--- config.mk ---
export PLATFORM = sky130hd
export DESIGN_NAME = seq_detector_prog
export DESIGN_NICKNAME = d
export VERILOG_FILES = /design/src/rtl/seq_detector_prog.sv
export SDC_FILE = /design/constraint.sdc
export NUM_CORES = 1
export LEC_CHECK = 0
export BUFFER_PORTS_ARGS = -buffer_cell sky130_fd_sc_hd__buf_4
export CAP_MARGIN = 20
export CORE_ASPECT_RATIO = 0.6
export CORE_UTILIZATION = 50
export DETAILED_ROUTE_END_ITERATION = 7
export PLACE_DENSITY = 0.73
export SLEW_MARGIN = 40
export SYNTH_ARGS = -nofsm -noshare
export SYNTH_HDL_FRONTEND = slang
export SYNTH_SLANG_ARGS = --single-unit
--- constraint.sdc ---
create_clock -name clk -period 2.35 [get_ports clk]
set_clock_uncertainty 0.1 [all_clocks]
set_input_delay 0.47 -clock clk [delete_from_list [all_inputs] [get_ports clk]]
set_output_delay 0.47 -clock clk [all_outputs]
set_load 0.05 [all_outputs]
--- src/rtl/seq_detector_prog.sv ---
// Runtime-programmable serial pattern detector with overlap/non-overlap matching,
// a registered one-cycle match pulse and a saturating match counter.
module seq_detector_prog #(
  parameter  int MAX_LEN = 8,
  parameter  int CNT_W   = 16,
  localparam int LEN_W   = $clog2(MAX_LEN + 1)
) (
  input  logic               clk,
  input  logic               reset,
  input  logic               in_valid,
  input  logic               in,
  input  logic               cfg_load,
  input  logic [MAX_LEN-1:0] cfg_pattern,
  input  logic [LEN_W-1:0]   cfg_len,
  input  logic               cfg_overlap,
  input  logic               count_clr,
  output logic               out,
  output logic [CNT_W-1:0]   match_count,
  output logic               cfg_err
);

  logic [MAX_LEN-1:0] hist;
  logic [LEN_W-1:0]   fill;
  logic [MAX_LEN-1:0] pat;
  logic [LEN_W-1:0]   len;
  logic               ovl;

  logic [MAX_LEN-1:0] hist_sh;
  logic [LEN_W-1:0]   fill_inc;
  logic [MAX_LEN-1:0] mask;
  logic               hit;
  logic               cfg_ok;

  always_comb begin
    hist_sh  = {hist[MAX_LEN-2:0], in};
    fill_inc = (fill == LEN_W'(MAX_LEN)) ? fill : fill + LEN_W'(1);
    mask     = '0;
    for (int i = 0; i < MAX_LEN; i++) begin
      mask[i] = (LEN_W'(i) < len);
    end
    // Match is judged on the post-shift history; a cfg_load edge never matches.
    hit    = in_valid && !cfg_load && (fill_inc >= len) &&
             ((hist_sh & mask) == (pat & mask));
    cfg_ok = (cfg_len != '0) && (cfg_len <= LEN_W'(MAX_LEN));
  end

  always_ff @(posedge clk) begin
    if (reset) begin
      hist        <= '0;
      fill        <= '0;
      pat         <= '1;
      len         <= LEN_W'(3);
      ovl         <= 1'b1;
      out         <= 1'b0;
      cfg_err     <= 1'b0;
      match_count <= '0;
    end else begin
      out     <= hit;
      cfg_err <= cfg_load && !cfg_ok;

      if (cfg_load) begin
        if (cfg_ok) begin
          pat  <= cfg_pattern;
          len  <= cfg_len;
          ovl  <= cfg_overlap;
          hist <= '0;
          fill <= '0;
        end
      end else if (in_valid) begin
        hist <= hist_sh;
        fill <= (hit && !ovl) ? '0 : fill_inc;
      end

      if (count_clr) begin
        match_count <= hit ? CNT_W'(1) : '0;
      end else if (hit && (match_count != '1)) begin
        match_count <= match_count + CNT_W'(1);
      end
    end
  end

endmodule
# --- Word-level counts from Yosys, hierarchy flattened ---
# Index checks and enable logic that the tools add are counted.
totals:
  rom_bits: 0
  mem_bits_rw: 0
  latch_bits: 0
  input_bits: 19
  memories: 0
  out_inout_bits: 18
  elab_cells: 52
  reg_bits: 42
op_classes:
  n_mul: 0
  bitwise: 2
  n_eq_ne: 4
  n_reduce_logical: 15
  shifts: 0
  muxes: 11
  n_div: 0
  n_lt_le_gt_ge: 10
  add_sub_neg: 2
ops:
  columns: ["op", "n"]
  rows:
  - ["2-to-1 mux 16 bit", 2]
  - ["2-to-1 mux 7 bit", 3]
  - ["2-to-1 mux 4 bit", 5]
  - ["adder 16 x 1 -> 16 bit, second input constant", 1]
  - ["bitwise AND 8 bit", 2]
  - ["< comparator 3 x 4 -> 1 bit, first input constant", 4]
  - ["inequality test 16 bit, second input constant", 1]
  - ["== test 8 bit", 1]
  - ["< comparator 1 x 4 -> 1 bit, first input constant", 2]
  - ["< comparator 2 x 4 -> 1 bit, first input constant", 2]
  - ["logical AND 1 bit", 7]
  - ["adder 4 x 1 -> 4 bit, second input constant", 1]
  - ["== test 4 bit, second input constant", 1]
  - [">= comparator 4 bit", 1]
  - ["less-or-equal comparator 4 bit, second input constant", 1]
  - ["AND reduction 2 bit", 2]
  - ["nonzero test 2 bit", 2]
  - ["nonzero test 4 bit", 1]
  - ["zero test 1 bit", 3]
  - ["inequality test 2 x 1 -> 1 bit, second input constant", 1]
  - ["2-to-1 mux 1 bit", 1]

# --- Depth between registers and ports, before layout ---
# Gate-level depths: netlist of run 1.
logic_depth:
  word_depth: 9
  depth_mapped: 13

# --- Worst setup path after synthesis of run 1 ---
# Ideal clock, no wire load.
synth_timing:
  kind: "reg-to-reg"
  from: "register fill[0]"
  to: "register match_count[3]"
  t_required_ns: 2.121
  path_stages_with_launch: 14
  slack_ns: -0.209
  synth_period_minus_slack_ns: 2.559
  t_arrival_ns: 2.330
  path_cell_list: "dfxtp_1 inv_1 ha_1 nand2_1 nor2_1 xnor2_1 ha_1 nand2b_1 a211oi_1 o21bai_1 nand3_2 clkbuf_1 o311ai_0 nand2_1"
synth_between:
  elab_chain_len: 7
  elab_cells_between_ends: 8
synth_lines:
  columns: ["element", "line", "source"]
  rows:
  - ["start, declared", "23", "logic [LEN_W-1:0] fill;"]
  - ["start signal, assigned", "71", "fill <= (hit && !ovl) ? '0 : fill_inc;"]
  - ["adder 4 x 1 -> 4 bit or == test 4 bit (tied branches)", "36", "fill_inc = (fill == LEN_W'(MAX_LEN)) ? fill : fill + LEN_W'(1);"]
  - ["2-to-1 mux 4 bit *", "36", null]
  - [">= comparator 4 bit *", "42", "hit = in_valid && !cfg_load && (fill_inc >= len) &&"]
  - ["logical AND 1 bit * (2 in a row)", "42", null]
  - ["logical AND 1 bit *", "76", "end else if (hit && (match_count != '1)) begin"]
  - ["nonzero test 2 bit (no line) *", null, null]
  - ["end signal, assigned", "75", "match_count <= hit ? CNT_W'(1) : '0;"]
  - ["end signal, assigned", "77", "match_count <= match_count + CNT_W'(1);"]
  - ["end, declared", "18", "output logic [CNT_W-1:0] match_count,"]
# Every way passes the cells marked *; elsewhere a longest branch is shown, timed or not.
# A chain may end at the register's enable or synchronous reset.

# --- Final worst setup path of run 1 ---
layout_timing:
  from: "register fill[1]"
  to: "register match_count[5]"
# Same word-level chain as after synthesis.

==> results of run 1 <==
worst register-to-register path: stages (launching register included):
cell and delay (ns):
dfxtp_4 0.38, inv_4 0.04, ha_4 0.15, nand2_4 0.06
nor2_4 0.05, xnor2_2 0.14, ha_1 0.27, nand2b_4 0.11
a211oi_2 0.06, o21bai_2 0.22, nand3_4 0.17, or4_1 0.55
a21oi_1 0.15
metrics by stage:
step / utilization [%] / area [um2]
final: 76.5 / 2960
after global placement: 68.9 / 2670
after detailed placement: 68.9 / 2670
after global routing: 76.5 / 2960
after CTS: 73.5 / 2850
after floorplan: - / 2190
cells by family (layout without fill, tap and decap cells):
family / Yosys count / in the layout / synth area share, %
multiplexers: 1 / 1 / 0.470
buffers and inverters: 19 / 85 / 3.46
AND/OR/NAND/NOR: 125 / 125 / 30.9
adder cells (fa/ha/maj): 7 / 7 / 4.11
flip-flops: 42 / 42 / 39.4
XOR/XNOR: 12 / 12 / 4.93
AO/OA/AOI/OAI: 52 / 52 / 16.7
how the worst max path moves through the flow:
stage / from / endpoint / slack [ns] / cells past startpoint
after floorplan: fill[0]$_SDFFE_PP0P_ / match_count[5]$_SDFFE_PP0P_ / 0.005 / 12
after global placement: fill[1]$_SDFFE_PP0P_ / match_count[0]$_SDFFE_PP0P_ / -0.15 / 13
after detailed placement: fill[1]$_SDFFE_PP0P_ / match_count[0]$_SDFFE_PP0P_ / -0.24 / 13
after CTS: fill[0]$_SDFFE_PP0P_ / match_count[0]$_SDFFE_PP0P_ / -0.14 / 13
after global routing: fill[1]$_SDFFE_PP0P_ / match_count[14]$_SDFFE_PP0P_ / -0.31 / 13
final: fill[1]$_SDFFE_PP0P_ / match_count[5]$_SDFFE_PP0P_ / -0.17 / 12
registers in the layout, indices dropped and copies added (netlist names):
| name | cells |
|---|---|
| fill | 4 |
| ovl | 1 |
| pat | 8 |
| hist | 7 |
| cfg_err | 1 |
| out | 1 |
| match_count | 16 |
| len | 4 |
repair_timing:
item,in CTS,in global routing
setup buffers,4,4
gates resized for setup,12,21
endpoints found under the setup margin,20,20
pin swaps,18,6
placed cells by master (no fill, tap or decap), types with 6 or more instances in the layout:
cell type | Yosys | layout
buf_4 | 0 | 66
nand2_1 | 48 | 46
dfxtp_1 | 42 | 40
a21oi_1 | 21 | 16
nand3_1 | 16 | 15
xnor2_1 | 12 | 11
nand3b_1 | 11 | 11
nor2_1 | 11 | 10
inv_1 | 9 | 7
or3_1 | 7 | 6
ha_1 | 7 | 6
metal layers:
metal / vias to the layer above / share of wire (%)
met5: - / 0
met3: 5 / 7.3
met1: 990 / 52
li1: 1053 / -
met4: 0 / 0.47
met2: 76 / 40
area by class of cell:
cell class	instances	area, um2	area share, %
clock buffer	5	68.8	2.32
clock inverter	3	40.0	1.35
inverter	9	36.3	1.23
multi-input combinational	197	1380	46.6
sequential	42	846	28.6
tap	57	71.3	2.41
timing repair buffer	68	518	17.5
power by group through the flow:
stage	registers [mW]	clock network [mW]	logic, mW
5_1_grt	0.755	0.604	0.233
6_report	0.752	0.561	0.213
3_5_place_dp	0.769	0	0.190
4_1_cts	0.752	0.572	0.209
3_3_place_gp	0.769	0	0.186
2_1_floorplan	0.766	0	0.115
==> impl_metrics.json, run 1 <==
{
  "cp.required_ns": 2.47,
  "status": "finished with violations",
  "clockRootBuffer": "clkbuf_8",
  "swShare_pct": 24.8,
  "final.setup.worst_slack_ns": -0.175,
  "dieArea_um2": 4540,
  "rsz0062_at_grt": "yes",
  "worstHoldPathCells": 3,
  "gr-max-usage-layer": "met1",
  "synth_top_cell_by_area": "dfxtp_1",
  "pre_cts_ws_ns": -0.242,
  "ys.warnings.count": 0,
  "path_cells": "inv_4 -> ha_4 -> nand2_4 -> nor2_4 -> xnor2_2 -> ha_1 -> nand2b_4 -> a211oi_2 -> o21bai_2 -> nand3_4 -> or4_1 -> a21oi_1",
  "drc_errors": 0,
  "die_x_um": 86.3,
  "yosysSeqAreaShare_pct": 39.4,
  "cts_buffer_depth": 2,
  "rr_worst_depth": 12,
  "power_frac_comb_pct": 14.0,
  "finalHoldWorstSlack_ns": 0.281,
  "num_vias": 2124,
  "placed_cells_incl_taps": 365,
  "hp-start": "cfg_pattern[2]",
  "slowest_stage": "or4_1",
  "cts_hold_buf": 0,
  "reg2reg_slack_ns": -0.17,
  "area_growth_pct": 38.9,
  "met1_usage_pct": 43.6,
  "hpwl_um": 4090,
  "netlist_area_um2": 2130,
  "cts.clk_slew.worst_paths_ns": 0.08,
  "finalSetupViolations": 16,
  "period_needed_ns": 2.52,
  "finalPower_mw": 1.53,
  "yosysMostFrequentCell": "nand2_1",
  "viasPerCell": 5.57,
  "cpPeakStageDelay_ns": 0.55,
  "synth.area.top_cells": "dfxtp_1 (39%), nand2_1 (8.5%), a21oi_1 (4.9%)",
  "p_switching_mw": 0.379,
  "grt_overflow": 0,
  "diodes": 0,
  "htree_levels": 2,
  "slew_violations": 0,
  "fin_crit_sh_pct": 107,
  "clkPwrFrac_pct": 36.8,
  "core.rowCount": 17,
  "synthesis.instances": 258,
  "grt_max_degree": 33,
  "io_pins": 37,
  "wl_um": 5710,
  "final_cells": 381,
  "syn_avg_cell_area_um2": 8.26,
  "antenna_found_initial": 0,
  "synthDominantCellAreaShare_pct": 39.4,
  "gp_congestion": 0.815,
  "fillers": 298,
  "cap_viol_max_count": 0,
  "power.internal_mw": 1.15,
  "end_kind": "flop",
  "crit_type": "flop to flop",
  "worst_pin_slew_ns": 0.493,
  "numCtsBuffers": 5,
  "ir_worst_vdd_mv": 0.326,
  "fin_tns_setup_ns": -1.43,
  "netlist-cell-type-count": 43,
  "arrival_ns": 2.64,
  "power_density_nw_per_um2": 515,
  "met2_usage_pct": 39.2,
  "grt_pass1_vias": 1927,
  "maxSlewHeadroom_pct": 67.0,
  "dr.first_iter.drc_count": 170,
  "start_util_pct": 55.1,
  "first_pass_iters": 4,
  "r2r-end": "match_count[5]$_SDFFE_PP0P_",
  "power.leakage_nw": 1.19,
  "layout-drive-gt1-share_pct": 34.0,
  "p_seq_share_pct": 49.3,
  "min_path_type": "input pin to flop",
  "violations": "setup timing",
  "cts_sinks": 42,
  "clk-insertion-delay-late_ns": 0.29,
  "die_h_um": 52.6,
  "hold_viol": 0,
  "grtUsageMet3_pct": 5.20,
  "synth_commonest_cells": "nand2_1 (48), dfxtp_1 (42), a21oi_1 (21)",
  "ant_nets": 0,
  "fmax_mhz": 396,
  "io_buffers": 36,
  "finalNetCount": 349,
  "async_flop_share_pct": 0,
  "drt-wirelength-per-cell_um": 15.0,
  "path_buf_inv": 1,
  "synth-edff-count": 0,
  "holdPathEnd": "pat[2]$_SDFFE_PP1P_",
  "synthesis.nets": 284,
  "synthFlopType": "dfxtp_1",
  "grt_pass1_wl_um": 9540,
  "core-area_um2": 3870,
  "crit-reg2reg-launch": "fill[1]$_SDFFE_PP0P_",
  "startpoint_type": "flop",
  "path_max_fanout": 11,
  "tritoncts": "done",
  "track_usage_pct": 28.0,
  "critPathTopFamily": "simple AND/OR/NAND/NOR gates",
  "ys_ff_latch": 42
}
No activity file was read; power rests on OpenSTA's default activity.
==> run 2: changes to the inputs <==
--- a/config.mk
+++ b/config.mk
@@ -8,9 +8,11 @@
 export BUFFER_PORTS_ARGS = -buffer_cell sky130_fd_sc_hd__buf_4
 export CAP_MARGIN = 20
 export CORE_ASPECT_RATIO = 0.6
-export CORE_UTILIZATION = 50
+export CORE_UTILIZATION = 52
+export CTS_BUF_LIST = sky130_fd_sc_hd__clkbuf_2
 export DETAILED_ROUTE_END_ITERATION = 7
-export PLACE_DENSITY = 0.73
+export GPL_TIMING_DRIVEN = 0
+export PLACE_DENSITY = 0.76
 export SLEW_MARGIN = 40
 export SYNTH_ARGS = -nofsm -noshare
 export SYNTH_HDL_FRONTEND = slang
==> run 2 against run 1 <==
  * The flow still finishes with violations (setup timing)
  * Power decreased by 6.8%
  * First-iteration DRC count increased by 14%
  * Clock power decreased by 19%
  * Count of clock-buffer cells in the layout unchanged
  * Critical endpoint unchanged
  * Largest power group unchanged
==> impl_metrics.json, run 2 (synthesized netlist as in run 1, its figures left out) <==
{
  "critPathTopFamily": "simple AND/OR/NAND/NOR gates",
  "largestRegisters": "match_count (16), pat (8), hist (7)",
  "startpoint": "fill[0]$_SDFFE_PP0P_",
  "hpwl_um": 3930,
  "track_usage_pct": 26.6,
  "pre_cts_ws_ns": -0.521,
  "htree_levels": 2,
  "regMostFlops": "match_count",
  "layout-drive-gt1-share_pct": 27.2,
  "finalNetCount": 334,
  "core.rowCount": 17,
  "core-area_um2": 3790,
  "cts.clk_slew.worst_paths_ns": 0.24,
  "ant_nets": 0,
  "area_growth_pct": 29.5,
  "grt_max_degree": 16,
  "power.leakage_nw": 1.04,
  "io_buffers": 36,
  "ir_worst_vdd_mv": 0.314,
  "grt_pass1_wl_um": 8830,
  "rsz0062_at_grt": "yes",
  "final.setup.worst_slack_ns": -0.162,
  "cts_sinks": 42,
  "crit_type": "flop to flop",
  "startpoint_type": "flop",
  "maxSlewHeadroom_pct": 61.5,
  "die_x_um": 84.7,
  "power_density_nw_per_um2": 515,
  "fin_crit_sh_pct": 107,
  "clk-insertion-delay-late_ns": 0.42,
  "final_cell_mix": "nand2_1 (47), buf_4 (42), dfxtp_1 (40), a21oi_1 (18), nand3_1 (16)",
  "wl_um": 5600,
  "dr.first_iter.drc_count": 193,
  "grt_pass1_vias": 1804,
  "path_buf_inv": 1,
  "fillers": 276,
  "start_util_pct": 56.3,
  "min_path_type": "input pin to flop",
  "worst_pin_slew_ns": 0.578,
  "cts_hold_buf": 0,
  "numCtsBuffers": 5,
  "rr_worst_depth": 12,
  "die_h_um": 51.6,
  "antenna_found_initial": 0,
  "slowest_stage": "or4_4",
  "cp_num_cells": 12,
  "io_pins": 37,
  "reg2reg_slack_ns": -0.16,
  "crit-reg2reg-launch": "fill[0]$_SDFFE_PP0P_",
  "path_cells": "inv_4 -> ha_4 -> nand2_4 -> nor2_4 -> xnor2_2 -> ha_1 -> nand2b_4 -> a211oi_4 -> o21bai_4 -> nand3_4 -> or4_4 -> a21oi_2",
  "arrival_ns": 2.77,
  "hold_viol": 0,
  "status": "finished with violations",
  "grt_overflow": 0,
  "cpPeakStageDelay_ns": 0.50,
  "cp.required_ns": 2.61,
  "finalPower_mw": 1.42,
  "layout.cells.most_common": "nand2_1",
  "first_pass_iters": 6,
  "num_vias": 2093,
  "drt-wirelength-per-cell_um": 15.7,
  "viasPerCell": 5.88,
  "clockRootBuffer": "clkbuf_2",
  "crit_end": "match_count[5]$_SDFFE_PP0P_",
  "dieArea_um2": 4370,
  "finalSetupViolations": 20,
  "largest_register_ffs": 16,
  "fmax_mhz": 398,
  "end_kind": "flop",
  "drc_errors": 0,
  "cts_buffer_depth": 2,
  "path_max_fanout": 6,
  "slew_violations": 0,
  "diodes": 0,
  "cap_viol_max_count": 0,
  "period_needed_ns": 2.51,
  "gp_congestion": 0.873,
  "tritoncts": "done",
  "violations": "setup timing",
  "finalHoldWorstSlack_ns": 0.133,
  "r2r-end": "match_count[5]$_SDFFE_PP0P_"
}
run 2: cell types whose count changed in the layout (fill, tap and decap cells not counted), moves of 5 or more:
cell	before	now
buf_4	66	42
clkbuf_1	0	6
clkbuf_2	0	6
clkbuf_8	5	0
run 2: worst reg2reg max path, cell delays in order (launching register included):
cell and delay, ns:
dfxtp_4 0.42, inv_4 0.07, ha_4 0.14, nand2_4 0.05
nor2_4 0.14, xnor2_2 0.07, ha_1 0.27, nand2b_4 0.12
a211oi_4 0.07, o21bai_4 0.24, nand3_4 0.14, or4_4 0.50
a21oi_2 0.14
run 2: repair_timing:
action,4_1_cts,5_1_grt
gates cloned,0,0
setup endpoints to repair,20,20
gates resized for setup,19,14
buffers inserted,5,2
pin swaps,18,5
run 2: worst min-delay path by stage:
stage	depth (start not counted)	to	start
floorplan	2	ovl$_SDFFE_PP1P_	ovl$_SDFFE_PP1P_
global placement	2	ovl$_SDFFE_PP1P_	ovl$_SDFFE_PP1P_
finish	3	pat[3]$_SDFFE_PP1P_	cfg_pattern[3]
global route	3	pat[3]$_SDFFE_PP1P_	cfg_pattern[3]
CTS	3	pat[5]$_SDFFE_PP1P_	cfg_pattern[5]
detailed placement	2	hist[6]$_SDFFE_PP0P_	hist[6]$_SDFFE_PP0P_
run 2: report_power, final:
part           switching [mW]  leakage (nW)  total [mW]  internal [mW]
clock network           0.268        0.0411       0.455          0.187
registers              0.0185         0.343       0.753          0.734
logic                   0.119         0.659       0.213         0.0943
total                   0.405          1.04        1.42           1.02
run 2: routing by layer:
metal / vias to the layer above / track usage [%] / part of all wire [%]
li1: 1028 / - / -
met1: 1000 / 40.2 / 51
met2: 58 / 39.0 / 42
met3: 7 / 5.08 / 6.8
met4: 0 / 5.37 / 0.82
met5: - / 0 / 0
run 2: stage by stage:
step / util, % / setup TNS [ns] / cell area, um2 / std cells
after floorplan: - / 0 / 2190 / 258
after global placement: 66.4 / -6.26 / 2510 / 341
after detailed placement: 66.4 / -6.23 / 2510 / 341
after CTS: 70.9 / -1.58 / 2690 / 354
after global routing: 72.9 / -3.75 / 2760 / 356
final: 72.9 / -1.73 / 2760 / 356
run 2: area by class of cell:
type / instances / area (um2) / share of cell area [%]
clock inverters: 3 / 48.8 / 1.77
plain buffers: 10 / 47.5 / 1.72
multi-input cells: 197 / 1370 / 49.7
flip-flops and latches: 42 / 846 / 30.6
inverters: 9 / 36.3 / 1.31
clock buffers: 5 / 25.0 / 0.907
repair buffers: 43 / 327 / 11.8
well taps: 47 / 58.8 / 2.13
